<file path="src/rtl/img_readout_packer.sv">
// img_readout_packer: buffers one fixed-length image readout into an output FIFO with a last-word flag.
// Define IMG_READOUT_PACKER_CHECKSUM_EN to append Fletcher-32 words (B, then A) after the pixels.
module img_readout_packer #(
   parameter int WordCount = 8 + 4096*4096,
   parameter int FifoDepth = 4
) (
   input  logic        clk,
   input  logic        rst,
   input  logic        readout_rst,
   input  logic        readout_start,
   input  logic        readout_ready,
   output logic        readout_trigger,
   input  logic [15:0] readout_data,
   output logic        out_ready,
   input  logic        out_trigger,
   output logic [15:0] out_data,
   output logic        out_last,
   output logic        busy
);
   localparam int CntW = $clog2(WordCount + 1);
   localparam int AddrW = $clog2(FifoDepth);
   typedef enum logic [2:0] {IDLE, STREAM, SUM0, SUM1, DRAIN} state_t;
   state_t state_q, state_d;
   logic [CntW-1:0] wcnt_q, wcnt_d, wcnt_inc;
   logic start_q, start_edge, accept, last_word;
   logic [16:0] mem [FifoDepth];
   logic [AddrW-1:0] wp_q, rp_q;
   logic [AddrW:0] fcnt_q, fcnt_d;
   logic full, wr, rd, flush, wlast;
   logic [15:0] wdata;
`ifdef IMG_READOUT_PACKER_CHECKSUM_EN
   logic [15:0] a_q, a_d, b_q, b_d, a_new, b_new;
   logic [16:0] a_sum, b_sum;
   assign a_sum = {1'b0, a_q} + {1'b0, readout_data};
   assign a_new = a_sum >= 17'd65535 ? 16'(a_sum - 17'd65535) : a_sum[15:0];
   assign b_sum = {1'b0, b_q} + {1'b0, a_new};
   assign b_new = b_sum >= 17'd65535 ? 16'(b_sum - 17'd65535) : b_sum[15:0];
`endif
   assign full = fcnt_q == (AddrW+1)'(FifoDepth);
   assign readout_trigger = state_q == STREAM && !full;
   assign accept = readout_ready && readout_trigger;
   assign out_ready = fcnt_q != '0;
   assign rd = out_ready && out_trigger;
   assign out_data = out_ready ? mem[rp_q][15:0] : 16'h0000;
   assign out_last = out_ready && mem[rp_q][16];
   assign busy = state_q != IDLE;
   assign start_edge = readout_start ^ start_q;
   assign wcnt_inc = wcnt_q + 1'b1;
   assign last_word = wcnt_inc == CntW'(WordCount);
   assign fcnt_d = fcnt_q + (AddrW+1)'(wr) - (AddrW+1)'(rd);
   always_comb begin
      state_d = state_q;
      wcnt_d = wcnt_q;
      wr = 1'b0;
      wdata = readout_data;
      wlast = 1'b0;
      flush = 1'b0;
`ifdef IMG_READOUT_PACKER_CHECKSUM_EN
      a_d = a_q;
      b_d = b_q;
`endif
      if (readout_rst) begin
         state_d = IDLE;
         wcnt_d = '0;
         flush = 1'b1;
`ifdef IMG_READOUT_PACKER_CHECKSUM_EN
         a_d = '0;
         b_d = '0;
`endif
      end else begin
         if (accept) begin
            wr = 1'b1;
            wcnt_d = wcnt_inc;
`ifdef IMG_READOUT_PACKER_CHECKSUM_EN
            a_d = a_new;
            b_d = b_new;
            state_d = last_word ? SUM0 : STREAM;
`else
            wlast = last_word;
            state_d = last_word ? DRAIN : STREAM;
`endif
         end
`ifdef IMG_READOUT_PACKER_CHECKSUM_EN
         if (state_q == SUM0 && !full) begin
            wr = 1'b1;
            wdata = b_q;
            state_d = SUM1;
         end
         if (state_q == SUM1 && !full) begin
            wr = 1'b1;
            wdata = a_q;
            wlast = 1'b1;
            state_d = DRAIN;
         end
`endif
         if (state_q == DRAIN && !out_ready) state_d = IDLE;
         // a new readout restarts counting but keeps whatever is still buffered
         if (start_edge) begin
            state_d = STREAM;
            wcnt_d = '0;
`ifdef IMG_READOUT_PACKER_CHECKSUM_EN
            a_d = '0;
            b_d = '0;
`endif
         end
      end
   end
   always_ff @(posedge clk or posedge rst) begin
      if (rst) begin
         state_q <= IDLE;
         wcnt_q <= '0;
         start_q <= 1'b0;
         wp_q <= '0;
         rp_q <= '0;
         fcnt_q <= '0;
`ifdef IMG_READOUT_PACKER_CHECKSUM_EN
         a_q <= '0;
         b_q <= '0;
`endif
      end else begin
         state_q <= state_d;
         wcnt_q <= wcnt_d;
         start_q <= readout_start;
`ifdef IMG_READOUT_PACKER_CHECKSUM_EN
         a_q <= a_d;
         b_q <= b_d;
`endif
         if (flush) begin
            wp_q <= '0;
            rp_q <= '0;
            fcnt_q <= '0;
         end else begin
            if (wr) wp_q <= wp_q + 1'b1;
            if (rd) rp_q <= rp_q + 1'b1;
            fcnt_q <= fcnt_d;
         end
      end
   end
   always_ff @(posedge clk) begin
      if (wr) mem[wp_q] <= {wlast, wdata};
   end
endmodule

</file>
<file path="config.mk">
export PLATFORM = sky130hd
export DESIGN_NAME = img_readout_packer
export DESIGN_NICKNAME = d
export VERILOG_FILES = /design/src/rtl/img_readout_packer.sv
export SDC_FILE = /design/constraint.sdc
export NUM_CORES = 1
export LEC_CHECK = 0
export CAP_MARGIN = 40
export CORE_UTILIZATION = 45
export CTS_CLUSTER_SIZE = 8
export DETAILED_ROUTE_END_ITERATION = 10
export PLACE_DENSITY_LB_ADDON = 0.15
export SYNTH_ARGS = -nofsm -noshare
export SYNTH_HDL_FRONTEND = slang
export SYNTH_SLANG_ARGS = --single-unit
</file>
<file path="constraint.sdc">
create_clock -name clk -period 3.5 [get_ports clk]
set_input_delay 0.35 -clock clk [delete_from_list [all_inputs] [get_ports clk]]
set_output_delay 0.35 -clock clk [all_outputs]
set_load 0.05 [all_outputs]
</file>
### Word-level counts from Yosys, hierarchy flattened

Memories as Yosys holds them, arrays and structs flattened.
Index checks and enable logic that the tools add are counted.
Widths: inputs -> output; s select.

| cells by class | value |
|---|---|
| multiply operators | 0 |
| shifts and indexed selects | 0 |
| muxes and demuxes | 21 |
| order comparisons | 0 |
| bitwise gates (word level) | 1 |
| reduce and logical (&&, ||, !) cells | 13 |
| add/subtract/negate cells | 5 |
| eq/ne operators | 4 |
| divide/modulo/power cells | 0 |

Operator list:

| operator | count |
|---|---|
| $mux 25 | 3 |
| $add 25x1->25 const B | 1 |
| $eq 25x25->1 const B | 1 |
| $mux 3 | 6 |
| $mux 16 | 1 |
| $reduce_bool 3->1 | 3 |
| $mux 2 | 4 |
| $mux 1 | 7 |
| $eq 3x3->1 const B | 2 |
| $logic_and 1x1->1 | 5 |
| $add 2x1->2 const B | 2 |
| $reduce_bool 2->1 | 2 |
| $reduce_bool 4->1 | 1 |
| $add 3x1->3 | 1 |
| $eq 3x1->1 const B | 1 |
| $sub 3x1->3 | 1 |
| $logic_not 1->1 | 2 |
| $xor 1x1->1 | 1 |

| word-level totals | value |
|---|---|
| memory bits (read-only) | 0 |
| memories | 1 |
| RAM bits | 68 |
| output and inout bits | 20 |
| latch bits | 0 |
| register bits | 36 |
| word-level logic and storage cells | 51 |

Memory list:

| memory | depth | bits a word | read ports | clocked after memory_dff | wr ports | line | RTL |
|---|---|---|---|---|---|---|---|
| mem | 4 | 17 | 1 | 0 | 1 | 26 | `logic [16:0] mem [FifoDepth];` |

### Longest topological paths before layout

| depth | value |
|---|---|
| depth in word-level cells | 9 |
| mapped depth | 13 |
| depth with buffers taken out | 13 |

### Worst setup path after synthesis

OpenSTA, ideal clock, no wires.

| timing | value |
|---|---|
| path kind | register -> register |
| from | reg state_q[2] |
| to | reg fcnt_q[2] |
| library setup time | 0.132 ns |
| path slack | 0.308 ns |
| required time | 3.368 ns |
| arrival | 3.060 ns |
| cell stages (with the launch flop) | 14 |
| cells stage by stage | dfrtp_1 -> nand2b_1 -> a21oi_1 -> nand2_1 -> nor2_1 -> inv_1 -> ha_1 -> inv_1 -> ha_1 -> inv_1 -> fa_1 -> xor2_1 -> xnor2_1 -> nor2_1 |

| on the way | value |
|---|---|
| cells in the longest elaborated chain, start to end | 8 |

RTL lines:

| item | line | RTL |
|---|---|---|
| start: declaration | 23 | `state_t state_q, state_d;` |
| start signal: assignment | 121 | `state_q <= state_d;` |
| $eq 3x1->1 | 40 | `assign readout_trigger = state_q == STREAM && !full;` |
| $logic_and 1x1->1 | 40 |  |
| via readout_trigger | 12 | `output logic readout_trigger,` |
| $logic_and 1x1->1 | 41 | `assign accept = readout_ready && readout_trigger;` |
| $mux 1 | 71 | `if (accept) begin` |
| $mux 1 | 62 | `if (readout_rst) begin` |
| $add 3x1->3 | 50 | `assign fcnt_d = fcnt_q + (AddrW+1)'(wr) - (AddrW+1)'(rd);` |
| $sub 3x1->3 | 50 |  |
| $mux 3 | 128 | `if (flush) begin` |
| end signal: assignment | 135 | `fcnt_q <= fcnt_d;` |
| end: declaration | 28 | `logic [AddrW:0] fcnt_q, fcnt_d;` |

The timed path passes the listed nets, and every way through them passes these cells.
A chain may end at the register's enable or synchronous reset.

### Worst setup path in the final report

| timing | value |
|---|---|
| from | reg wcnt_q[4] |
| to | mem mem[2][16] (data pin) |

| on the way | value |
|---|---|
| cells in the longest elaborated chain, start to end | 4 |

RTL lines:

| item | line | RTL |
|---|---|---|
| start: declaration | 24 | `logic [CntW-1:0] wcnt_q, wcnt_d, wcnt_inc;` |
| start signal: assignment | 122 | `wcnt_q <= wcnt_d;` |
| $add 25x1->25 | 48 | `assign wcnt_inc = wcnt_q + 1'b1;` |
| $eq 25x25->1 | 49 | `assign last_word = wcnt_inc == CntW'(WordCount);` |
| $mux 1 | 71 |  |
| $mux 1 | 62 |  |
| via wlast | 29 | `logic full, wr, rd, flush, wlast;` |
| end: declaration | 26 |  |

The timed path passes the listed nets, and every way through them passes these cells.

==> impl_results.md <==
* Status: finished, final reports clean
* Layout cells sized above 1 at 13.0%
* Setup bufs post-CTS at 0
* Synthesized flop and latch total at 103
* Initial antenna violation count at 0
* Min-delay worst type: input port to asynchronous set/reset pin
* TritonCTS clock tree: done
* Startpoint class of the critical path: flip-flop
* Slew headroom at 51.7%
* Clock share of power at 20.8%
* Final Hold Vio Count at 0
* Skew-Pair Late Insertion Delay at 360 ps
* Worst path cell trace: nand4_1, nor4_1, buf_4, mux2_2, o31ai_1, nor4b_1, nand4b_1, nor2_1
* Crit Path Category: flip-flop to flip-flop
* Hold WS at 406 ps
* Fin Setup TNS at 0 ps
* Chip Width at 105 um
* Internal power at 2.13 mW
* Seq/Total Area, Yosys at 61.7%
* Final nets at 425
* Crit path arrival time at 3070 ps
* Synth Net Count at 380
* Period minus WS final at 2900 ps
* Initial Util at 46.0%
* Hpwl dp at 5.53 mm
* Final period utilization at 82.9%
* PwrDens at 616 mW/mm2
* EDFF count, synth at 68
* Maximum number of pins on one net before global-route repair at 27
* Antenna cell count at 0
* Slew Limit Fails at 0
* Flop pwr share at 40.5%
* Drt wl/cell at 15.7 um
* Total Routing Usage GR at 16.7%
* Drc violations at 0
* CP max-delay cell: dfrtp_1
* Placer Congestion at 0.763
* Setup crit end kind: flip-flop
* WP data required at 3670 ps
* Syn Area/Cell at 13.6 um2
* Gate Count Post-Synth at 349
* Ys Warns at 0
* Antenna viol nets, final at 0
* Worst R2R End: mem[2][16]
* Cell Area, Synth at 0.00473 mm2
* Max Root-Sink Buffers at 2
* Largest stage delay, worst path at 550 ps
* Worst r2r src: wcnt_q[4]
* Least-Margin Pin Slew at 724 ps
* Final WS setup at 597 ps
* First drt pass iteration count at 5
* WL final at 8.39 mm
* Final Util at 53.6%
* Place WS at 579 ps
* Switch Pwr at 1.26 mW
* Clk sinks at 103
* Final instance area at 0.00550 mm2
* Total chip power at 3.39 mW
* GR Overflow Total at 0
* Initial DRC Count at 127
* CTS resizes at 0
* Placed cell count at 519
* Die area at 0.0109 mm2
* Hold Buf Count CTS at 0
* Final setup violating endpoints at 0
* Routed via count divided by cell count at 5.26
* FFs w/ async S/R, synth at 34.0%
* Ports at 42
* Root Driver: clkbuf_8
* Total CTS buffers at 9
* Comb power frac at 38.7%
* Finished Layout Cells at 535
* Worst R2R Path Depth at 8
* VDD IR max at 0.310 mV
* Floorplan row count at 37
* Core ar. at 0.0103 mm2
* R2r setup slk at 600 ps
* Synth unique cells at 48
* Vias in the first global route at 2,764
* First-pass GRT wire length at 14.2 mm
* Area growth syn-to-layout at 16.4%
* P_leak at 1.92 nW
* Post-Place Cell Area at 0.00531 mm2
* Die height at 105 um
* Clk_skew at 15.1 ps
* CP max FO at 10
* Clk slew on worst S/H paths at 100 ps
* RSZ-0062 raised after global routing: no
* Sw Share at 37.2%
* DR vias at 2,814
* Fmax at 344 MHz
* Synth Flop Type: edfxtp_1
* # port buffers at 41
* Max-Cap Viols at 0
* H-tree Lvls at 3
worst max-delay path by stage:
stage	startpoint	slack, ps	cells after the start	to
after floorplan	state_q[2]	310	13	fcnt_q[2]
after global placement	wcnt_q[4]	650	8	mem[0][16]
after detailed placement	wcnt_q[4]	580	8	mem[1][16]
after CTS	wcnt_q[4]	550	8	mem[2][16]
after global routing	wcnt_q[4]	320	8	mem[0][16]
final	wcnt_q[4]	600	8	mem[2][16]
layer usage:
layer	part of all wire [%]	track usage (%)
met5	0	0
met4	1.1	5.51
met3	2.8	2.82
met2	48	26.6
met1	48	23.5
kinds of logic (layout without fill, tap and decap cells):
logic type	after synthesis	count (layout)	synth area share, %
buf+inv	26	76	2.30
mux	19	19	8.55
simple gates	135	135	15.4
compound gates	21	21	2.88
fa+ha+maj	9	9	2.54
xor+xnor	36	36	6.67
flops	103	103	61.7
cell usage in the layout, fill, tap and decap left out, types with 3 or more instances in the layout:
cell type and count:
ha_1 8, clkbuf_8 9, nor2_1 38, a31oi_1 6, clkdlybuf4s50_1 41, nand4_1 8
xnor2_1 18, nor3_1 5, a21oi_1 5, xor2_1 18, o21ai_0 3, nand2b_1 3
and2_1 24, buf_4 11, dfrtp_1 35, mux4_2 17, inv_1 8, edfxtp_1 68
nor4_1 4, nand3_1 8, nand2_1 21
flip-flops by register name, summed over array words and instances (netlist names):
register and cells:
mem 68, wcnt_q 25, fcnt_q 3, rp_q 2, state_q 2, wp_q 2
start_q 1
Yosys cell counts, types with 2 or more instances:
master    instances  share of area, %
edfxtp_1         68                43
nor2_1           38               3.0
dfrtp_1          35                19
and2_1           24               3.2
nand2_1          21               1.7
xnor2_1          18               3.3
xor2_1           18               3.3
mux4_2           17               8.1
clkbuf_1         12              0.95
ha_1              8               2.1
inv_1             8              0.63
nand3_1           8              0.85
nand4_1           8               1.1
a31oi_1           6              0.79
a21oi_1           5              0.53
nor3_1            5              0.53
nor4_1            4              0.53
nand2b_1          3              0.40
o21ai_0           3              0.32
and3_1            2              0.26
and4_1            2              0.37
buf_1             2              0.16
clkbuf_2          2              0.21
nand4b_1          2              0.37
nor2b_1           2              0.26
nor4_2            2              0.53
nor4b_1           2              0.37
or2_2             2              0.26
or3_1             2              0.26
or4_1             2              0.32
final cells by class:
cell class | count | area [um2]
sequential | 103 | 2920
clock buffer | 10 | 128
tap | 136 | 170
fill | 888 | 4770
multi-input combinational | 220 | 1700
clock inverter | 6 | 62.6
timing repair buffer | 52 | 493
inverter | 8 | 30.0
power by group through the flow:
stage | sequential [mW] | combinational [mW] | clock [mW]
final | 1.37 | 1.31 | 0.705
after detailed placement | 1.40 | 1.33 | 0
after floorplan | 1.39 | 0.930 | 0
after global placement | 1.40 | 1.33 | 0
after global routing | 1.38 | 1.40 | 0.786
after CTS | 1.37 | 1.33 | 0.731
critical path: cells and delay by family, from the launching register on:
kind | cells | cell delay [ps]
simple gates | 5 | 1370
flops | 1 | 550
mux | 1 | 320
compound gates | 1 | 290
buf+inv | 1 | 180
No activity file was read; power rests on OpenSTA's default activity.
